==> src/rtl/mem_bus_arbiter.sv <==
// Two-to-one round-robin arbiter sharing one downstream memory port between
// the instruction-fetch bus and the data bus; one transaction in flight at a time.
module mem_bus_arbiter (
  input  logic        clk,
  input  logic        reset,
  input  logic        ireq_valid,
  input  logic [63:0] ireq_addr,
  output logic        iresp_addr_ok,
  output logic        iresp_data_ok,
  output logic [31:0] iresp_data,
  input  logic        dreq_valid,
  input  logic [63:0] dreq_addr,
  input  logic [2:0]  dreq_size,
  input  logic [7:0]  dreq_strobe,
  input  logic [63:0] dreq_data,
  output logic        dresp_addr_ok,
  output logic        dresp_data_ok,
  output logic [63:0] dresp_data,
  output logic        creq_valid,
  output logic        creq_is_write,
  output logic [63:0] creq_addr,
  output logic [2:0]  creq_size,
  output logic [7:0]  creq_strobe,
  output logic [63:0] creq_data,
  input  logic        cresp_ok,
  input  logic [63:0] cresp_data,
  output logic [1:0]  dbg_state_o
);

  typedef enum logic [1:0] {
    IDLE   = 2'd0,
    BUSY_I = 2'd1,
    BUSY_D = 2'd2,
    RESP   = 2'd3
  } state_t;

  state_t state_q;
  logic   last_d_q;  // 1 = data bus won the most recent grant
  logic   ia2_q;     // latched ireq_addr[2], selects the instruction half-word
  logic   pick_data;

  // Handshake: a requester holds valid until its data_ok pulse; addr_ok and
  // data_ok pulse together in RESP. Downstream: creq_valid is held with stable
  // fields until cresp_ok, which completes the transfer in that same cycle.
  assign pick_data   = dreq_valid && !(ireq_valid && last_d_q);
  assign dbg_state_o = state_q;

  always_ff @(posedge clk or negedge reset) begin
    if (!reset) begin
      state_q       <= IDLE;
      last_d_q      <= 1'b0;
      ia2_q         <= 1'b0;
      iresp_addr_ok <= 1'b0;
      iresp_data_ok <= 1'b0;
      iresp_data    <= 32'd0;
      dresp_addr_ok <= 1'b0;
      dresp_data_ok <= 1'b0;
      dresp_data    <= 64'd0;
      creq_valid    <= 1'b0;
      creq_is_write <= 1'b0;
      creq_addr     <= 64'd0;
      creq_size     <= 3'd0;
      creq_strobe   <= 8'd0;
      creq_data     <= 64'd0;
    end else begin
      iresp_addr_ok <= 1'b0;
      iresp_data_ok <= 1'b0;
      dresp_addr_ok <= 1'b0;
      dresp_data_ok <= 1'b0;
      case (state_q)
        IDLE: begin
          if (pick_data) begin
            creq_valid    <= 1'b1;
            creq_is_write <= |dreq_strobe;
            creq_addr     <= dreq_addr;
            creq_size     <= dreq_size;
            creq_strobe   <= dreq_strobe;
            creq_data     <= dreq_data;
            state_q       <= BUSY_D;
          end else if (ireq_valid) begin
            creq_valid    <= 1'b1;
            creq_is_write <= 1'b0;
            creq_addr     <= ireq_addr;
            creq_size     <= 3'b010;
            creq_strobe   <= 8'd0;
            creq_data     <= 64'd0;
            ia2_q         <= ireq_addr[2];
            state_q       <= BUSY_I;
          end
        end
        BUSY_I: begin
          if (cresp_ok) begin
            creq_valid    <= 1'b0;
            iresp_addr_ok <= 1'b1;
            iresp_data_ok <= 1'b1;
            iresp_data    <= ia2_q ? cresp_data[63:32] : cresp_data[31:0];
            last_d_q      <= 1'b0;
            state_q       <= RESP;
          end
        end
        BUSY_D: begin
          if (cresp_ok) begin
            creq_valid    <= 1'b0;
            dresp_addr_ok <= 1'b1;
            dresp_data_ok <= 1'b1;
            dresp_data    <= cresp_data;
            last_d_q      <= 1'b1;
            state_q       <= RESP;
          end
        end
        default: state_q <= IDLE;
      endcase
    end
  end

endmodule

==> config.mk <==
export PLATFORM = sky130hd
export DESIGN_NAME = mem_bus_arbiter
export DESIGN_NICKNAME = d
export VERILOG_FILES = /design/src/rtl/mem_bus_arbiter.sv
export SDC_FILE = /design/constraint.sdc
export NUM_CORES = 1
export LEC_CHECK = 0
export BUFFER_PORTS_ARGS = -buffer_cell sky130_fd_sc_hd__buf_4
export CORE_AREA = 5 5 199 201
export DETAILED_ROUTE_END_ITERATION = 6
export DIE_AREA = 0 0 204 206
export PLACE_DENSITY = 0.6
export SLEW_MARGIN = 20
export SYNTH_ARGS = -nofsm -noshare
export SYNTH_HDL_FRONTEND = slang
export SYNTH_SLANG_ARGS = --single-unit
==> constraint.sdc <==
create_clock -name clk -period 2.32 [get_ports clk]
set_clock_uncertainty 0.1 [all_clocks]
set_input_delay 0.116 -clock clk [delete_from_list [all_inputs] [get_ports clk]]
set_output_delay 0.116 -clock clk [all_outputs]
set_load 0.05 [all_outputs]
# Word-level counts from Yosys, hierarchy flattened
# Index checks and enable logic that the tools add are counted.
# totals
ff_bits	243
elab_cells	60
# classes
muxes	24
eq_ne	6
reduce_logical	16
bitwise_logic	1
# ops
cell	n
$mux W64	4
$mux W32	1
$mux W8	2
$mux W1	9
$reduce_and A3 Y1	3
$reduce_and A2 Y1	4
$reduce_or A8 Y1	1
$mux W2	3
$mux W3	2
$reduce_bool A2 Y1	3
$ne A2 B2 Y1 const B	2
$pmux W1 S2	2
$pmux W2 S2	1
$ne A3 B3 Y1 const B	1
$eq A2 B1 Y1 const B	1
$eq A2 B2 Y1 const B	1
$logic_and A1 B1 Y1	2
$logic_not A2 Y1	1
$ne A2 B1 Y1 const B	1
$reduce_or A2 Y1	1
$logic_not A1 Y1	1
$not A1 Y1	1

# Depth between registers and ports, before layout
# Gate-level depths: netlist of run 1.
# depth
ltp_word	5
mapped_depth	7
ltp_nobuf	5

# Worst setup path before layout of run 1
# Ideal clock, no wire load.
# synth_path
path_type	flip-flop to flip-flop
startpoint	register state_q[0] (netlist: dbg_state_o[0])
endpoint	register dresp_data[10]
setup_slack_ns	0.266
path_stages_with_launch	7
arrival_ns	1.829
synth_period_minus_slack_ns	2.054
setup_ns	0.125
required_ns	2.095
path_cell_list	dfrtp_1 -> inv_1 -> ha_1 -> nand2_1 -> buf_2 -> buf_2 -> mux2_2
# synth_via
elab_chain_len	2
# synth_rtl
element	line_no	rtl
from (decl)	37	state_t state_q;
from (signal assigned)	50	state_q <= IDLE;
from (signal assigned)	79	state_q <= BUSY_D;
from (signal assigned)	88	state_q <= BUSY_I;
$eq A2 B2 Y1	70	case (state_q)
$reduce_and A2 Y1 (no line)	--	
to (signal assigned)	106	dresp_data <= cresp_data;
to (decl)	18	output logic [63:0] dresp_data,
# Every way passes these cells.
# A chain may end at the register's enable or synchronous reset.

# Final worst setup path of run 1
# layout_path
startpoint	register state_q[0] (netlist: dbg_state_o[0])
endpoint	register creq_addr[54]
# layout_via
elab_chain_len	2
# layout_rtl
element	line_no	rtl
$logic_not A2 Y1	70	
$reduce_and A2 Y1 (no line)	--	
to (signal assigned)	75	creq_addr <= dreq_addr;
to (signal assigned)	83	creq_addr <= ireq_addr;
to (decl)	21	output logic [63:0] creq_addr,
# Every way passes these cells.

==> qor.csv, run 1 <==
metric,value,unit
final slew viol count,0,
setup TNS,0,ns
first-pass detailed-route iteration total,5,
Synth top area share,0.622,
Initial Utilization,0.261,
max_slew headroom,0.525,
"commonest non-fill, non-tap cell in the layout",buf_4,
via count,9779,
initial antenna violation count,0,
Mapped Nets,1114,
Setup crit start,dbg_state_o[0]$_DFFE_PN0P_,
Vias/cell,4.55,
final hold violations,0,
overall power,28500,uW
"CTS clk-pin slew, worst paths",0.06,ns
Final #Nets,1893,
Post-synth EDFFs,0,
first-pass GRT wire length,59.6,mm
Seq cells post-synth,243,
HP Class,in2async,
Routed Wire Length,39.3,mm
Die Ht,206,um
Critical R2R Launch,dbg_state_o[0]$_DFFE_PN0P_,
CP Data Required Time,2.63,ns
ranking of synthesized cells by area,"dfrtp_1 (62%), a21oi_1 (8.2%), mux2_2 (7.5%), a22o_1 (6.8%), nor2_1 (3.8%)",
drt initial violations,499,
f_max,459,MHz
GP Congestion,0.815,
largest net degree at the start of global routing,77,
post-CTS setup buffer count,0,
FF-to-FF setup slack,0.14,ns
Layout area overhead,84.0,%
area of the die,42000,um^2
GR Util met1,0.206,
Filler Cell Count,3240,
Post-synth top flop,dfrtp_1,
crit-path max FO,10,
Mean Syn Cell Area,11.7,um^2
Critical Path Sink Type,flop,
Routed wire per std cell,18.3,um
grt met3 use,0.0394,
Synth area leader,dfrtp_1,
H-Tree Depth,1,
status,finished clean,
core box area,37400,um^2
Clock Tree Buf Depth,3,
kind of start point of the critical path,flop,
Most Crowded Layer GR,met2,
measured slew at the worst slew-check pin,0.712,ns
LEAKAGE,0.00863,uW
Worst R2R Path Depth,6,
Sink Count,243,
vias in the first global route,10740,
I/O pins,515,
latest clock arrival within the worst-skew pair,0.53,ns
Synth Cell Area,9780,um^2
post-synthesis cell type count,28,
setup violators final,0,
M2 GR Usage,0.309,
CTS root buffer,clkbuf_16,
RSZ-0062 raised after global routing,no,
PwrDens,1590,nW/um^2
post-route ant nets,0,
Setup WS pre-CTS,0.295,ns
Final period util,0.938,
synthesized instance count,838,
most frequent cells in the layout,"buf_4 (527), dlygate4sd3_1 (272), dfrtp_1 (242)",
Max IR drop VDD,874,uV
I/O Buffers,514,
"Async S/R FF share, synth",1.00,
Finished Layout Cells,2148,
R2R Path End,creq_addr[54]$_DFFE_PN0P_,
sequential share of the synthesized area,0.622,
Inst Count DP,1825,
TritonCTS Buffers,28,
hpwl dp,26.5,mm
Critical Path AT,2.49,ns
synth warn,0,
MaxCap Viol Count,0,
fin crit period,2.18,ns
GRT Util Overall,0.176,
share of layout cells above drive strength 1,0.400,
TritonCTS clock tree,done,
Die W,204,um
crit path kind,reg2reg,
total gr overflow,0,
final critical-path setup slack,0.143,ns
count of standard-cell rows,71,
final core utilization,0.481,
DRC Markers,0,
-- cells in the mapped netlist (2+ instances only) --
master,count
dfrtp_1,243
a21oi_1,161
nor2_1,98
a22o_1,76
nand2_1,68
mux2_2,65
buf_2,38
mux2i_1,32
clkbuf_1,15
inv_1,6
buf_6,5
buf_1,4
ha_1,4
buf_4,3
nand3b_1,3
and2_1,2
nand3_1,2
nand4_1,2
nor4_1,2
-- flip-flops by register name (all words and copies together), names as in the netlist --
signal and cells:
dbg_state_o 2, creq_strobe 8, dresp_data_ok 1, creq_size 3, dresp_data 64, iresp_data_ok 1
creq_is_write 1, ia2_q 1, iresp_data 32, last_d_q 1, creq_valid 1, creq_addr 64
creq_data 64
-- final cells by class --
class | instances | area (um^2) | share of cell area
repair buffers | 813 | 6950 | 0.386
inverters | 6 | 22.5 | 0.00125
clock buffers | 47 | 853 | 0.0474
flip-flops and latches | 243 | 6080 | 0.338
diodes | 1 | 2.50 | 0.000139
multi-input cells | 525 | 3380 | 0.188
clock inverters | 2 | 60.1 | 0.00334
well taps | 511 | 639 | 0.0355
-- report_power, final --
part,internal (uW),leakage (uW),switching [uW]
logic,5430,0.00529,11100
clock network,2690,0.000443,1670
registers,6310,0.00291,1320
-- cell families after synthesis --
logic type | share of synthesized area
flip-flops | 0.622
adder cells (fa/ha/maj) | 0.00512
AO/OA/AOI/OAI | 0.155
buffers and inverters | 0.0371
AND/OR/NAND/NOR | 0.0734
multiplexers | 0.108
-- per-layer routing --
metal	share of wire	wire (um)
met5	0	0
met2	0.51	20000
met1	0.38	14900
met4	0.042	1660
met3	0.071	2790
-- worst max-delay path, cell delays in order (launching register included) --
cell and delay, ns:
dfrtp_1 0.44, inv_1 0.12, ha_2 0.32, o21ai_4 0.24, a21oi_1 0.19, a21oi_1 0.09, dlygate4sd3_1 0.56
-- timing repair --
item,CTS,global route
endpoints found under the setup margin,0,1
hold endpoints to repair,483,0
hold buffers,272,0
gates resized for setup,0,2
-- per-stage QoR --
stage	hold slack (ns)	cell area, um^2
detailed placement	-0.00261	14300
floorplan	-0.280	9780
finish	0.0244	18000
CTS	0.00514	18000
global route	0.0356	18000
global placement	-0.0102	14300
-- worst max-delay path by stage --
stage | to | slack [ns]
after floorplan | dresp_data[10]$_DFFE_PN0P_ | 0.27
after global placement | creq_data[17]$_DFFE_PN0P_ | 0.40
after detailed placement | creq_addr[40]$_DFFE_PN0P_ | 0.30
after CTS | creq_addr[54]$_DFFE_PN0P_ | 0.04
after global routing | creq_addr[54]$_DFFE_PN0P_ | 0.06
final | creq_addr[54]$_DFFE_PN0P_ | 0.14
No activity file was read; power rests on OpenSTA's default activity.
==> run 2: changes to the inputs <==
PLACE_DENSITY = 0.52   (was 0.6)
==> run 2 against run 1 <==
Net effect: worst hold slack better by 0.010 ns; critical path depth is 1 lower; clock-buffer cell count is 5 lower; global-route usage is 0.081 points higher; largest cell class unchanged; sequential share of layout area stayed put; core utilization stayed put; sequential power is 0.8% lower.
==> qor.csv, run 2 (same netlist as run 1, synthesis figures left out) <==
metric,value,unit
HP Class,in2async,
vias in the first global route,10445,
PwrDens,1590,nW/um^2
LEAKAGE,0.00864,uW
Critical Path Sink Type,flop,
setup violators final,0,
drt initial violations,406,
Sink Count,243,
GP Congestion,0.815,
area of the die,42000,um^2
via count,9454,
CTS root buffer,clkbuf_16,
CP Data Required Time,2.64,ns
largest net degree at the start of global routing,67,
first-pass GRT wire length,59.5,mm
finished layout cell area,18000,um^2
status,finished clean,
diode count,0,
GRT Util Overall,0.176,
MaxCap Viol Count,0,
Initial Utilization,0.261,
crit-path max FO,8,
share of layout cells above drive strength 1,0.403,
max_slew headroom,0.578,
I/O pins,515,
hpwl dp,26.5,mm
Post-DP Area,14300,um^2
post-CTS setup buffer count,0,
final slew viol count,0,
setup TNS,0,ns
H-Tree Depth,1,
# hold bufs at CTS,272,
Clock Tree Buf Depth,3,
kind of start point of the critical path,flop,
Setup WS pre-CTS,0.387,ns
count of standard-cell rows,71,
core box area,37400,um^2
measured slew at the worst slew-check pin,0.631,ns
Routed wire per std cell,18.3,um
Routed Wire Length,39.2,mm
overall power,28600,uW
fin crit period,2.08,ns
latest clock arrival within the worst-skew pair,0.54,ns
post-route ant nets,0,
Post-CTS Resized,0,
Vias/cell,4.41,
Critical Path AT,2.40,ns
Die Ht,206,um
Max IR drop VDD,884,uV
final critical-path setup slack,0.242,ns
TritonCTS clock tree,done,
"commonest non-fill, non-tap cell in the layout",buf_4,
TritonCTS Buffers,29,
first-pass detailed-route iteration total,4,
RSZ-0062 raised after global routing,no,
Inst Count DP,1821,
Final period util,0.896,
top flop regs,"creq_addr x64, creq_data x64, dresp_data x64",
initial antenna violation count,1,
Die W,204,um
Finished Layout Cells,2145,
I/O Buffers,514,
final hold violations,0,
Final #Nets,1889,
"CTS clk-pin slew, worst paths",0.06,ns
f_max,481,MHz
Layout area overhead,84.0,%
crit path kind,reg2reg,
Filler Cell Count,3358,
total gr overflow,0,
most frequent cells in the layout,"buf_4 (525), dlygate4sd3_1 (272), dfrtp_1 (242)",
DRC Markers,0,
Worst R2R Path Depth,5,
## run 2: worst paths after layout
check                      slack, ns                       start                    endpoint
hold reg to reg                 0.40   creq_data[53]$_DFFE_PN0P_   creq_data[53]$_DFFE_PN0P_
setup reg to reg                0.24  dbg_state_o[0]$_DFFE_PN0P_           ia2_q$_DFFE_PN0P_
setup / recovery                0.24  dbg_state_o[0]$_DFFE_PN0P_           ia2_q$_DFFE_PN0P_
max in group asynchronous       1.31                       reset   creq_data[43]$_DFFE_PN0P_
min in group clk                0.22               dreq_data[49]   creq_data[49]$_DFFE_PN0P_
hold / removal                  0.03                       reset  dresp_data[20]$_DFFE_PN0P_
## run 2: area by class of cell
type | instances | area, um^2 | area share
Sequential cell | 243 | 6080 | 0.338
Timing Repair Buffer | 809 | 6900 | 0.383
Tap cell | 511 | 639 | 0.0355
Clock inverter | 10 | 134 | 0.00744
Multi-Input combinational cell | 524 | 3360 | 0.187
Inverter | 6 | 22.5 | 0.00125
Clock buffer | 42 | 855 | 0.0475
## run 2: per-stage QoR
step / utilization / hold WS, ns
floorplan: - / -0.280
global placement: 0.382 / 0.0357
detailed placement: 0.382 / 0.0320
CTS: 0.481 / 0.0287
global route: 0.481 / 0.0638
finish: 0.481 / 0.0344
## run 2: metal layers
layer	vias up	part of all wire	GRT usage
met4	2	0.028	0.0543
li1	4487	-	-
met5	-	0.00033	0
met2	335	0.51	0.314
met3	70	0.060	0.0350
met1	4560	0.40	0.217
## run 2: worst max-delay path: stages (launching register included)
cell and delay [ns]:
dfrtp_1 0.44, inv_1 0.09, ha_1 0.31, nand3_1 0.14
mux2_2 0.33, dlygate4sd3_1 0.55
## run 2: power by group
part	total, uW	switching, uW	internal (uW)
Sequential	7570	1260	6310
Combinational	16400	11100	5320
Clock	4700	1830	2870
Total	28600	14100	14500
==> run 3: changes to the inputs <==
RECOVER_POWER = 100   (was not set)
==> run 3 against run 2 <==
Net effect: via count increased by 0.56%; combinational power shrank 12%; register-to-register slack about the same; setup slack worse by 0.0094 ns; worst hold slack worse by 0.012 ns; clock power is essentially flat; die area stayed put; critical path depth rose by 1; non-clock buffer count stayed put; first-iteration DRC count shrank 0.49%; core utilization shrank 2.7 points.
==> qor.csv, run 3 (same netlist as run 1, synthesis figures left out) <==
metric,value,unit
status,finished clean,
Critical Path AT,2.44,ns
final slew viol count,0,
LEAKAGE,0.00770,uW
GRT Util Overall,0.176,
crit path cell chain,inv_1 -> ha_1 -> o21ai_2 -> buf_4 -> a21oi_1 -> a21oi_1,
count of standard-cell rows,71,
final critical-path setup slack,0.232,ns
HP Class,in2async,
max_slew headroom,0.151,
"commonest non-fill, non-tap cell in the layout",buf_4,
Layout area overhead,73.7,%
RSZ-0062 raised after global routing,no,
CTS root buffer,clkbuf_16,
DRC Markers,0,
critical path's slowest cell,dfrtp_1,
hpwl dp,26.5,mm
first-pass GRT wire length,59.5,mm
MaxCap Viol Count,0,
Worst R2R Path Depth,6,
measured slew at the worst slew-check pin,1.27,ns
crit path kind,reg2reg,
share of layout cells above drive strength 1,0.250,
CP bufs+invs,2,
Die Ht,206,um
Clock Tree Buf Depth,3,
latest clock arrival within the worst-skew pair,0.54,ns
I/O pins,515,
area of the die,42000,um^2
kind of start point of the critical path,flop,
Vias/cell,4.43,
Die W,204,um
Post-CTS Resized,0,
top flop regs,"creq_addr x64, creq_data x64, dresp_data x64",
largest net degree at the start of global routing,67,
TritonCTS clock tree,done,
CP Depth,6,
FF-to-FF setup slack,0.23,ns
total gr overflow,0,
overall power,26800,uW
PwrDens,1580,nW/um^2
post-CTS setup buffer count,0,
post-route ant nets,0,
drt initial violations,404,
TritonCTS Buffers,29,
Sink Count,243,
Routed Wire Length,39.2,mm
"CTS clk-pin slew, worst paths",0.06,ns
CP dominant cell by count,a21oi_1,
# hold bufs at CTS,272,
core box area,37400,um^2
Final #Nets,1889,
initial antenna violation count,1,
CP Data Required Time,2.68,ns
Final period util,0.900,
I/O Buffers,514,
via count,9507,
fin crit period,2.09,ns
hold_ws,0.0221,ns
GP Congestion,0.815,
diode count,0,
H-Tree Depth,1,
peak per-stage delay on the critical path,0.44,ns
Setup WS pre-CTS,0.387,ns
setup violators final,0,
vias in the first global route,10445,
crit-path max FO,14,
most frequent cells in the layout,"buf_4 (276), dlygate4sd3_1 (272), clkbuf_1 (253)",
Critical Path Sink Type,flop,
Initial Utilization,0.261,
first-pass detailed-route iteration total,5,
Max IR drop VDD,834,uV
"delay-heaviest family, CP",compound AO/OA/AOI/OAI gates,
Routed wire per std cell,18.3,um
setup TNS,0,ns
f_max,479,MHz
final hold violations,0,
==> run 3: cell types whose count changed in the layout (fill, tap and decap cells not counted), sizes merged <==
cell | before | now
clkbuf | 42 | 294
buf | 537 | 285
==> run 3: area by class of cell <==
class,instances,area (um^2)
fillers,3662,20400
well taps,511,639
clock inverters,10,134
inverters,6,22.5
clock buffers,42,855
multi-input cells,524,3350
flip-flops and latches,243,6080
repair buffers,809,5900
==> run 3: power by group <==
part	internal (uW)	total, uW	switching [uW]
clock network	2870	4710	1830
registers	6310	7520	1210
logic	3480	14500	11100
total	12700	26800	14100
==> run 3: worst register-to-register path, delay by kind of cell, from the launching register on <==
kind	cells	cell delay [ns]
buffers and inverters	2	0.45
adders and majority gates	1	0.30
DFF	1	0.44
AOI/OAI and AO/OA	3	0.72
==> run 3: path summary, 6_finish.rpt <==
path | startpoint | endpoint
max | dbg_state_o[0]$_DFFE_PN0P_ | creq_addr[9]$_DFFE_PN0P_
min | reset | dresp_data[52]$_DFFE_PN0P_
max reg2reg | dbg_state_o[0]$_DFFE_PN0P_ | creq_addr[9]$_DFFE_PN0P_
min reg2reg | dresp_data[14]$_DFFE_PN0P_ | dresp_data[14]$_DFFE_PN0P_
max in group asynchronous | reset | creq_addr[42]$_DFFE_PN0P_
min in group clk | dreq_data[20] | creq_data[20]$_DFFE_PN0P_
==> run 3: routing by layer <==
layer,track usage,vias up,part of all wire
met1,0.217,4590,0.40
met4,0.0543,2,0.030
met3,0.0350,71,0.058
met5,0,-,0.00033
li1,-,4478,-
met2,0.314,366,0.51
==> run 3: through the flow <==
stage	utilization	area (um^2)	cells
3_3_place_gp	0.382	14300	1821
2_1_floorplan	-	9780	838
3_5_place_dp	0.382	14300	1821
6_report	0.454	17000	2145
4_1_cts	0.481	18000	2145
5_1_grt	0.454	17000	2145
